## src/rtl/data_sram_bridge.sv

```systemverilog
// rtl/data_sram_bridge.sv - MEM-stage data-side SRAM-like bridge with posted stores and in-order tracking FIFO
module data_sram_bridge #(
  parameter int OUTSTANDING = 2,
  parameter bit KSEG_MAP    = 1'b1
) (
  input  logic        clk,
  input  logic        rst_n,
  output logic        data_req,
  output logic        data_wr,
  output logic [1:0]  data_size,
  output logic [31:0] data_addr,
  output logic [31:0] data_wdata,
  input  logic [31:0] data_rdata,
  input  logic        data_addr_ok,
  input  logic        data_data_ok,
  input  logic        MemRead,
  input  logic [1:0]  LoadSize,
  input  logic        LoadSigned,
  input  logic [3:0]  MemWrite,
  input  logic [31:0] addr,
  input  logic [31:0] wdata,
  input  logic        flush,
  output logic [31:0] rdata,
  output logic        rdata_valid,
  output logic        wr_err,
  output logic        stall,
  output logic        CLR
);

  localparam logic [0:0] S_IDLE = 1'b0;
  localparam logic [0:0] S_HOLD = 1'b1;

  function automatic logic [31:0] kseg(input logic [31:0] a);
    if (KSEG_MAP && a[31:30] == 2'b10) return {3'b000, a[28:0]};
    return a;
  endfunction

  function automatic logic [1:0] ptr_inc(input logic [1:0] p);
    return (p == 2'(OUTSTANDING - 1)) ? 2'd0 : p + 2'd1;
  endfunction

  logic [0:0]  state;
  logic        issued;
  logic        cmd_wr, cmd_signed, cmd_killed;
  logic [1:0]  cmd_size;
  logic [31:0] cmd_addr, cmd_wdata;
  logic [1:0]  head, tail;
  logic [2:0]  count;

  logic        f_vld    [0:3];
  logic        f_load   [0:3];
  logic        f_signed [0:3];
  logic        f_killed [0:3];
  logic [1:0]  f_off    [0:3];
  logic [1:0]  f_size   [0:3];

  logic        st_legal;
  logic [1:0]  st_size, st_off;

  always_comb begin
    st_legal = 1'b1;
    st_size  = 2'b00;
    st_off   = 2'b00;
    case (MemWrite)
      4'b0001: st_off = 2'd0;
      4'b0010: st_off = 2'd1;
      4'b0100: st_off = 2'd2;
      4'b1000: st_off = 2'd3;
      4'b0011: st_size = 2'b01;
      4'b1100: begin st_size = 2'b01; st_off = 2'd2; end
      4'b1111: st_size = 2'b10;
      default: st_legal = 1'b0;
    endcase
  end

  logic        op_valid, op_new, is_hold, can_issue, req_idle, accept, pop;
  logic [1:0]  in_off, in_size;
  logic [31:0] in_addr;
  logic        push_load, push_signed, push_killed;
  logic [1:0]  push_off, push_size;
  logic        load_pending, stall_int;

  assign op_valid  = MemRead | ((|MemWrite) & st_legal);
  // issued marks that the op currently held in MEM already went out, so it is not sent twice
  assign op_new    = op_valid & ~issued;
  assign is_hold   = (state == S_HOLD);
  assign can_issue = (count < 3'(OUTSTANDING));
  assign req_idle  = ~is_hold & op_new & can_issue;
  assign accept    = (req_idle | is_hold) & data_addr_ok;
  assign pop       = data_data_ok & (count != 3'd0);

  assign in_off  = MemRead ? addr[1:0] : st_off;
  assign in_size = MemRead ? LoadSize : st_size;
  assign in_addr = kseg({addr[31:2], in_off});

  assign push_load   = is_hold ? ~cmd_wr : MemRead;
  assign push_off    = is_hold ? cmd_addr[1:0] : in_off;
  assign push_size   = is_hold ? cmd_size : in_size;
  assign push_signed = is_hold ? cmd_signed : LoadSigned;
  assign push_killed = flush | (is_hold & cmd_killed);

  always_comb begin
    load_pending = 1'b0;
    for (int i = 0; i < 4; i++) begin
      if (f_vld[i] && f_load[i] && !f_killed[i] && !(pop && head == 2'(i)))
        load_pending = 1'b1;
    end
  end

  assign stall_int = ~flush & ((~is_hold & op_new & ~accept) | is_hold |
                               (accept & push_load & ~push_killed) | load_pending);
  assign stall = rst_n & stall_int;
  assign CLR   = stall;

  assign data_req   = rst_n & (req_idle | is_hold);
  assign data_wr    = data_req & (is_hold ? cmd_wr : ~MemRead);
  assign data_size  = data_req ? (is_hold ? cmd_size : in_size) : 2'b00;
  assign data_addr  = data_req ? (is_hold ? cmd_addr : in_addr) : 32'h0;
  assign data_wdata = data_req ? (is_hold ? cmd_wdata : wdata) : 32'h0;

  assign wr_err = rst_n & ~MemRead & (|MemWrite) & ~st_legal;

  logic [31:0] shifted, extended;
  logic        hsg;

  assign shifted = data_rdata >> {f_off[head], 3'b000};
  assign hsg     = f_signed[head];

  always_comb begin
    case (f_size[head])
      2'b00:   extended = {{24{hsg & shifted[7]}}, shifted[7:0]};
      2'b01:   extended = {{16{hsg & shifted[15]}}, shifted[15:0]};
      default: extended = shifted;
    endcase
  end

  assign rdata_valid = rst_n & pop & f_load[head] & ~f_killed[head] & ~flush;
  assign rdata       = rdata_valid ? extended : 32'h0;

  always_ff @(posedge clk or negedge rst_n) begin
    if (!rst_n) begin
      state      <= S_IDLE;
      issued     <= 1'b0;
      cmd_wr     <= 1'b0;
      cmd_signed <= 1'b0;
      cmd_killed <= 1'b0;
      cmd_size   <= 2'b00;
      cmd_addr   <= 32'h0;
      cmd_wdata  <= 32'h0;
      head       <= 2'd0;
      tail       <= 2'd0;
      count      <= 3'd0;
      for (int i = 0; i < 4; i++) begin
        f_vld[i]    <= 1'b0;
        f_load[i]   <= 1'b0;
        f_signed[i] <= 1'b0;
        f_killed[i] <= 1'b0;
        f_off[i]    <= 2'd0;
        f_size[i]   <= 2'd0;
      end
    end else begin
      assert (!(data_data_ok && count == 3'd0));
      if (pop) begin
        f_vld[head] <= 1'b0;
        head        <= ptr_inc(head);
      end
      if (flush) begin
        for (int i = 0; i < 4; i++) f_killed[i] <= 1'b1;
      end
      if (accept) begin
        f_vld[tail]    <= 1'b1;
        f_load[tail]   <= push_load;
        f_off[tail]    <= push_off;
        f_size[tail]   <= push_size;
        f_signed[tail] <= push_signed;
        f_killed[tail] <= push_killed;
        tail           <= ptr_inc(tail);
      end
      count  <= count + 3'(accept) - 3'(pop);
      // a killed command completing must not swallow the instruction that follows the flush
      issued <= stall_int & (issued | (accept & ~push_killed));
      case (state)
        S_IDLE: begin
          if (req_idle && !data_addr_ok) begin
            state      <= S_HOLD;
            cmd_wr     <= ~MemRead;
            cmd_size   <= in_size;
            cmd_addr   <= in_addr;
            cmd_wdata  <= wdata;
            cmd_signed <= LoadSigned;
            cmd_killed <= flush;
          end
        end
        default: begin
          if (flush) cmd_killed <= 1'b1;
          if (data_addr_ok) state <= S_IDLE;
        end
      endcase
    end
  end

endmodule
```

## config.mk

```make
export PLATFORM = sky130hd
export DESIGN_NAME = data_sram_bridge
export DESIGN_NICKNAME = d
export VERILOG_FILES = /design/src/rtl/data_sram_bridge.sv
export SDC_FILE = /design/constraint.sdc
export NUM_CORES = 1
export LEC_CHECK = 0
export BUFFER_PORTS_ARGS = -buffer_cell sky130_fd_sc_hd__buf_2
export CORE_MARGIN = 4
export CORE_UTILIZATION = 38
export DETAILED_ROUTE_END_ITERATION = 10
export PLACE_DENSITY = 0.74
export RECOVER_POWER = 25
export SYNTH_ARGS = -nofsm -noshare
export SYNTH_HDL_FRONTEND = slang
export SYNTH_SLANG_ARGS = --single-unit
```

## constraint.sdc

```tcl
create_clock -name clk -period 7.55 [get_ports clk]
set_input_delay 0.3775 -clock clk [delete_from_list [all_inputs] [get_ports clk]]
set_output_delay 0.3775 -clock clk [all_outputs]
set_load 0.1 [all_outputs]
```

-- Yosys cells after proc, flatten, opt, wreduce, memory -nomap -nowiden
Index checks and enable logic that the tools add are counted.
- register bits after elaboration: 110
- input port bits: 109
- output and inout bits: 104
- word-level logic and storage cells: 205
- add/subtract/negate cells: 4
- magnitude comparators: 5
- eq/ne operators: 14
- shift-type cells: 1
- muxes and demuxes: 62
- bitwise gates (word level): 46
- reductions and logical operators: 38
- operators by type and width (kind ; count):
    two-way mux 32 bit ; 7
    one-hot mux 32 bit (2 select lines) ; 1
    right shift 32 x 5 -> 32 bit ; 1
    AND 1 bit ; 25
    two-way mux 2 bit ; 12
    two-way mux 1 bit ; 23
    logical AND 1 bit ; 19
    bitwise mux 8 bit ; 2
    two-way mux 4 bit ; 4
    bitwise mux 4 bit ; 3
    == test 4 bit (second input constant) ; 3
    zero test 1 bit ; 9
    NOT 1 bit ; 9
    binary-select mux 2 bit (select 2 bit) ; 2
    == test 4 x 2 -> 1 bit (second input constant) ; 2
    OR 1 bit ; 7
    OR reduction 7 bit ; 1
    binary-select mux 1 bit (select 2 bit) ; 3
    == test 2 x 1 -> 1 bit (second input constant) ; 3
    == test 2 bit (second input constant) ; 3
    greater-or-equal comparator 3 bit (second input constant) ; 2
    < comparator 3 x 1 -> 1 bit (second input constant) ; 2
    NOT 2 -> 3 bit ; 2
    one-hot mux 2 bit (3 select lines) ; 1
    other kinds (19) ; 24

-- Logic depth before layout (Yosys ltp)
- depth in word-level cells: 17
- gate-level depth with buffers: 11
- mapped depth without buffers: 10

-- Least setup slack after synthesis
No wires, ideal clock.
- kind: input to output
- start: in flush
- end: out rdata[10]
- data arrival time: 4.203 ns
- data required time: 7.173 ns
- path slack: 2.970 ns
- cell stages on the path: 8
- buffers on the path: 2
- cells stage by stage: clkbuf_1 -> nand2b_1 -> or2_2 -> or3_1 -> clkbuf_1 -> inv_2 -> nand2_1 -> o21ai_0
- longest elaborated chain between the ends: 3
- RTL lines (what ; line ; text):
    start, declared ; 22 ; input logic flush,
    NOT 1 bit ; 137 ; assign rdata_valid = rst_n & pop & f_load[head] & ~f_killed[head] & ~flush;
    AND 1 bit ; 137 ;
    via rdata_valid ; 24 ; output logic rdata_valid,
    two-way mux 32 bit ; 138 ; assign rdata = rdata_valid ? extended : 32'h0;
    end, declared ; 23 ; output logic [31:0] rdata,
The timed path passes the listed nets, and every way through them passes these cells.

-- Worst setup path in the final report
- start: in rst_n
- end: out rdata[30]
- longest elaborated chain between the ends: 5
- RTL lines (what ; line ; text):
    start, declared ; 7 ; input logic rst_n,
    AND 1 bit (4 in series) ; 137 ;
    two-way mux 32 bit ; 138 ;
No other way between the ends.

==> run summary <==
Yosys Warn Count -> 0
Netlist Area Pre-Place -> 6543 µm²
RSZ-0062 raised after global routing -> false
Hold path cells -> 2
HP Class -> in2reg
Die area -> 19,380 µm²
Arr. time, crit path -> 4.31 ns
Post-synth EDFFs -> 0
Tot GR Track Use -> 0.1763
WL met2 -> 7.717 mm
Peak Freq -> 213.5 MHz
Total Power -> 3.220 mW
Number of buffers added on ports -> 212
Mux cell area share after synthesis -> 0.3117
Total Nets Final -> 922
Wl on met1 -> 7.336 mm
Met3 WL -> 1.774 mm
Avg WL per Cell -> 16.63 µm
Area grow syn2layout -> 22.51%
Most frequent cells in the layout -> buf_2 (211), dfrtp_1 (109), nor2_1 (94), mux2i_1 (89), mux2_2 (82)
First-pass GRT wire length -> 28.18 mm
Flop pwr share -> 0.308
Vias in the first global route -> 5,491
Clock root buffer -> clkbuf_16
Gate Count Post-Synth -> 622
Post-route minimum period -> 4.684 ns
Synth Area in Simple Gates -> 0.1182
Iteration-0 DRC Markers -> 158
Post-CTS Setup Inserts -> 0
Final setup vio count -> 0
Synth cell types -> 49
Synth Area in XOR/XNOR -> 0.005355
Drt pass-1 iters -> 4
Core Area -> 16,700 µm²
# hold bufs at CTS -> 0
Worst-Skew Late Latency -> 0.35 ns
Share of layout cells above drive strength 1 -> 0.4066
Synth Area in Compound Gates -> 0.08893
Largest net degree at the start of global routing -> 76
Slew Limit Fails -> 40
Clk buf depth -> 2
FILL cells -> 1,551
Storage cell area -> 2756 µm²
FF-to-FF setup slack -> 4.02 ns
Max_slew headroom -> -0.4904
Clk_skew -> 0.009993 ns
Worst r2r src -> issued$_DFF_PN0_
Via/cell ratio -> 5.166
Adder-Cell Fraction of Synth Area -> 0.008797
TNS Setup -> 0 ns
Main combinational cell family by area after synthesis -> multiplexers
ANT cells -> 0
H-tree levels -> 3
Crit path launch type -> primary input
Synth Register Bits -> 110
Critical Path RT -> 7.17 ns
Status -> finished with violations
Top Ports -> 213
Worst-margin pin slew -> 2.236 ns
Post-cts sizing count -> 0
Die height -> 139.2 µm
Maximum VDD drop -> 237.8 µV
GP Congestion -> 0.8679
DRT Wirelength -> 17.20 mm
Drt drc -> 0
Crit end category -> primary output
Switching portion of total power -> 0.4795
CTS clock-pin slew for the worst setup and hold paths -> 0.07 ns
CTS tree -> built
Post-DRT Antenna Nets -> 0
Crit-path max FO -> 39
Multi-input logic area -> 3498 µm²
Initial antenna violation count -> 2
Synth async-reset ratio -> 1.000
Logic pwr share -> 0.541
Clk sinks -> 110
Fin crit share -> 0.6204
CTS Buf Count -> 9
Int Pwr -> 1.676 mW
Syn nets -> 735
Most common cell after layout, fill and taps aside -> buf_2
Power Dens Cells -> 401.7 nW/µm²
Critical path class -> in2out
GRT overflow -> 0
Starting Density -> 0.3917
RR Endpoint -> count[2]$_DFF_PN0_
Max layer used -> met5
Max cap viols -> 1
Failing checks -> max-capacitance violations, max-slew violations
Post-synthesis sequential area ratio -> 0.4207
FF-to-FF path depth -> 9
Dominant synthesized flop cell -> dfrtp_1
Total number of vias -> 5,342
Clock power frac -> 0.151
DPL Wire Length -> 12.45 mm
Num rows -> 47
Hold endpoint -> cmd_addr[20]$_DFFE_PN0P_
Startpoint of the worst hold path -> addr[20]
Sw power -> 1.544 mW
Hold Vio Cnt, Final -> 0
Die Wd -> 139.2 µm
Synth Area per Inst -> 10.52 µm²
Lkg Pwr -> 3.907 nW
flip-flops by register name (all words and copies together), names as in the netlist, 2 cells and up:
register and count:
f_killed 4, head 2, f_signed 4, cmd_addr 32, f_size 8, tail 2, f_load 4, count 3
f_off 8, cmd_wdata 32, f_vld 4, cmd_size 2
stage by stage:
step | std cells | hold WS [ns] | instance area, µm² | setup WS, ns | utilization
5_1_grt | 1034 | 0.2489 | 8015 | 2.230 | 0.4799
4_1_cts | 1034 | 0.01088 | 8019 | 3.382 | 0.4801
3_3_place_gp | 1018 | 0.3884 | 7717 | 3.880 | 0.4621
2_1_floorplan | 622 | 0.08191 | 6543 | 2.970 | -
6_report | 1034 | 0.2612 | 8015 | 2.866 | 0.4799
3_5_place_dp | 1018 | 0.3950 | 7717 | 3.765 | 0.4621
cell type report:
cell class / instances / area share
clock buffers: 12 / 0.03075
clock inverters: 4 / 0.006869
inverters: 25 / 0.01171
multi-input cells: 447 / 0.4365
flip-flops and latches: 110 / 0.3439
well taps: 220 / 0.03434
repair buffers: 216 / 0.1360
logic make-up (layout without fill, tap and decap cells):
logic type	count (synthesis)	in the layout
compound gates	82	82
xor+xnor	4	4
fa+ha+maj	4	4
buf+inv	65	257
flops	110	110
mux	184	184
simple gates	173	173
how the worst max path moves through the flow:
stage                         from        end  slack (ns)  depth (start not counted)
2_1_floorplan                flush  rdata[10]        2.97                          8
3_3_place_gp   head[0]$_DFFE_PN0P_  rdata[28]        3.88                          6
3_5_place_dp   head[0]$_DFFE_PN0P_  rdata[29]        3.76                          6
4_1_cts        head[0]$_DFFE_PN0P_  rdata[29]        3.38                          6
5_1_grt                      rst_n  rdata[31]        2.23                          8
6_report                     rst_n  rdata[30]        2.87                          8
worst max-delay path: stages:
cell	delay, ns
clkbuf_1	1.56
nand2b_1	0.16
or2_2	0.35
or3_1	0.50
inv_2	0.18
o2111ai_2	0.40
a21oi_1	0.27
buf_2	0.46
power groups by stage:
stage / Sequential [mW] / Clock [mW] / Combinational (mW)
2_1_floorplan: 0.934 / 0 / 1.51
3_3_place_gp: 0.989 / 0 / 1.73
3_5_place_dp: 1.00 / 0 / 1.75
4_1_cts: 0.994 / 0.499 / 1.75
5_1_grt: 1.02 / 0.521 / 1.88
6_report: 0.992 / 0.485 / 1.74
cell usage after synthesis (2+ instances only):
cell type	count	area [µm²]
dfrtp_1	110	2753
nor2_1	94	352.8
mux2i_1	89	890.9
mux2_2	82	923.4
nand2_1	37	138.9
a21oi_1	24	120.1
inv_1	24	90.09
clkbuf_1	20	75.07
o21ai_0	16	80.08
o21a_1	10	75.07
and3_1	9	56.30
a211oi_1	8	60.06
buf_2	8	40.04
nor2b_1	8	50.05
buf_4	7	52.55
mux4_2	7	157.7
mux2_1	6	67.56
o2111ai_2	5	75.07
nand2b_1	4	25.02
nor3b_1	4	30.03
or2_2	4	25.02
xnor2_1	4	35.03
a311oi_1	3	26.28
buf_6	3	33.78
ha_1	3	37.54
nand3b_1	3	22.52
a22oi_1	2	15.01
a31oi_1	2	12.51
buf_1	2	7.510
nand4_1	2	12.51
o2111ai_1	2	17.52
o211ai_1	2	15.01
o31ai_1	2	15.01
layer usage:
layer | up-vias | track usage
met5 | - | 0
met2 | 204 | 0.2777
met3 | 23 | 0.07376
met1 | 2547 | 0.2203
li1 | 2564 | -
met4 | 4 | 0.05870
Power figures use the tool's default switching activity.
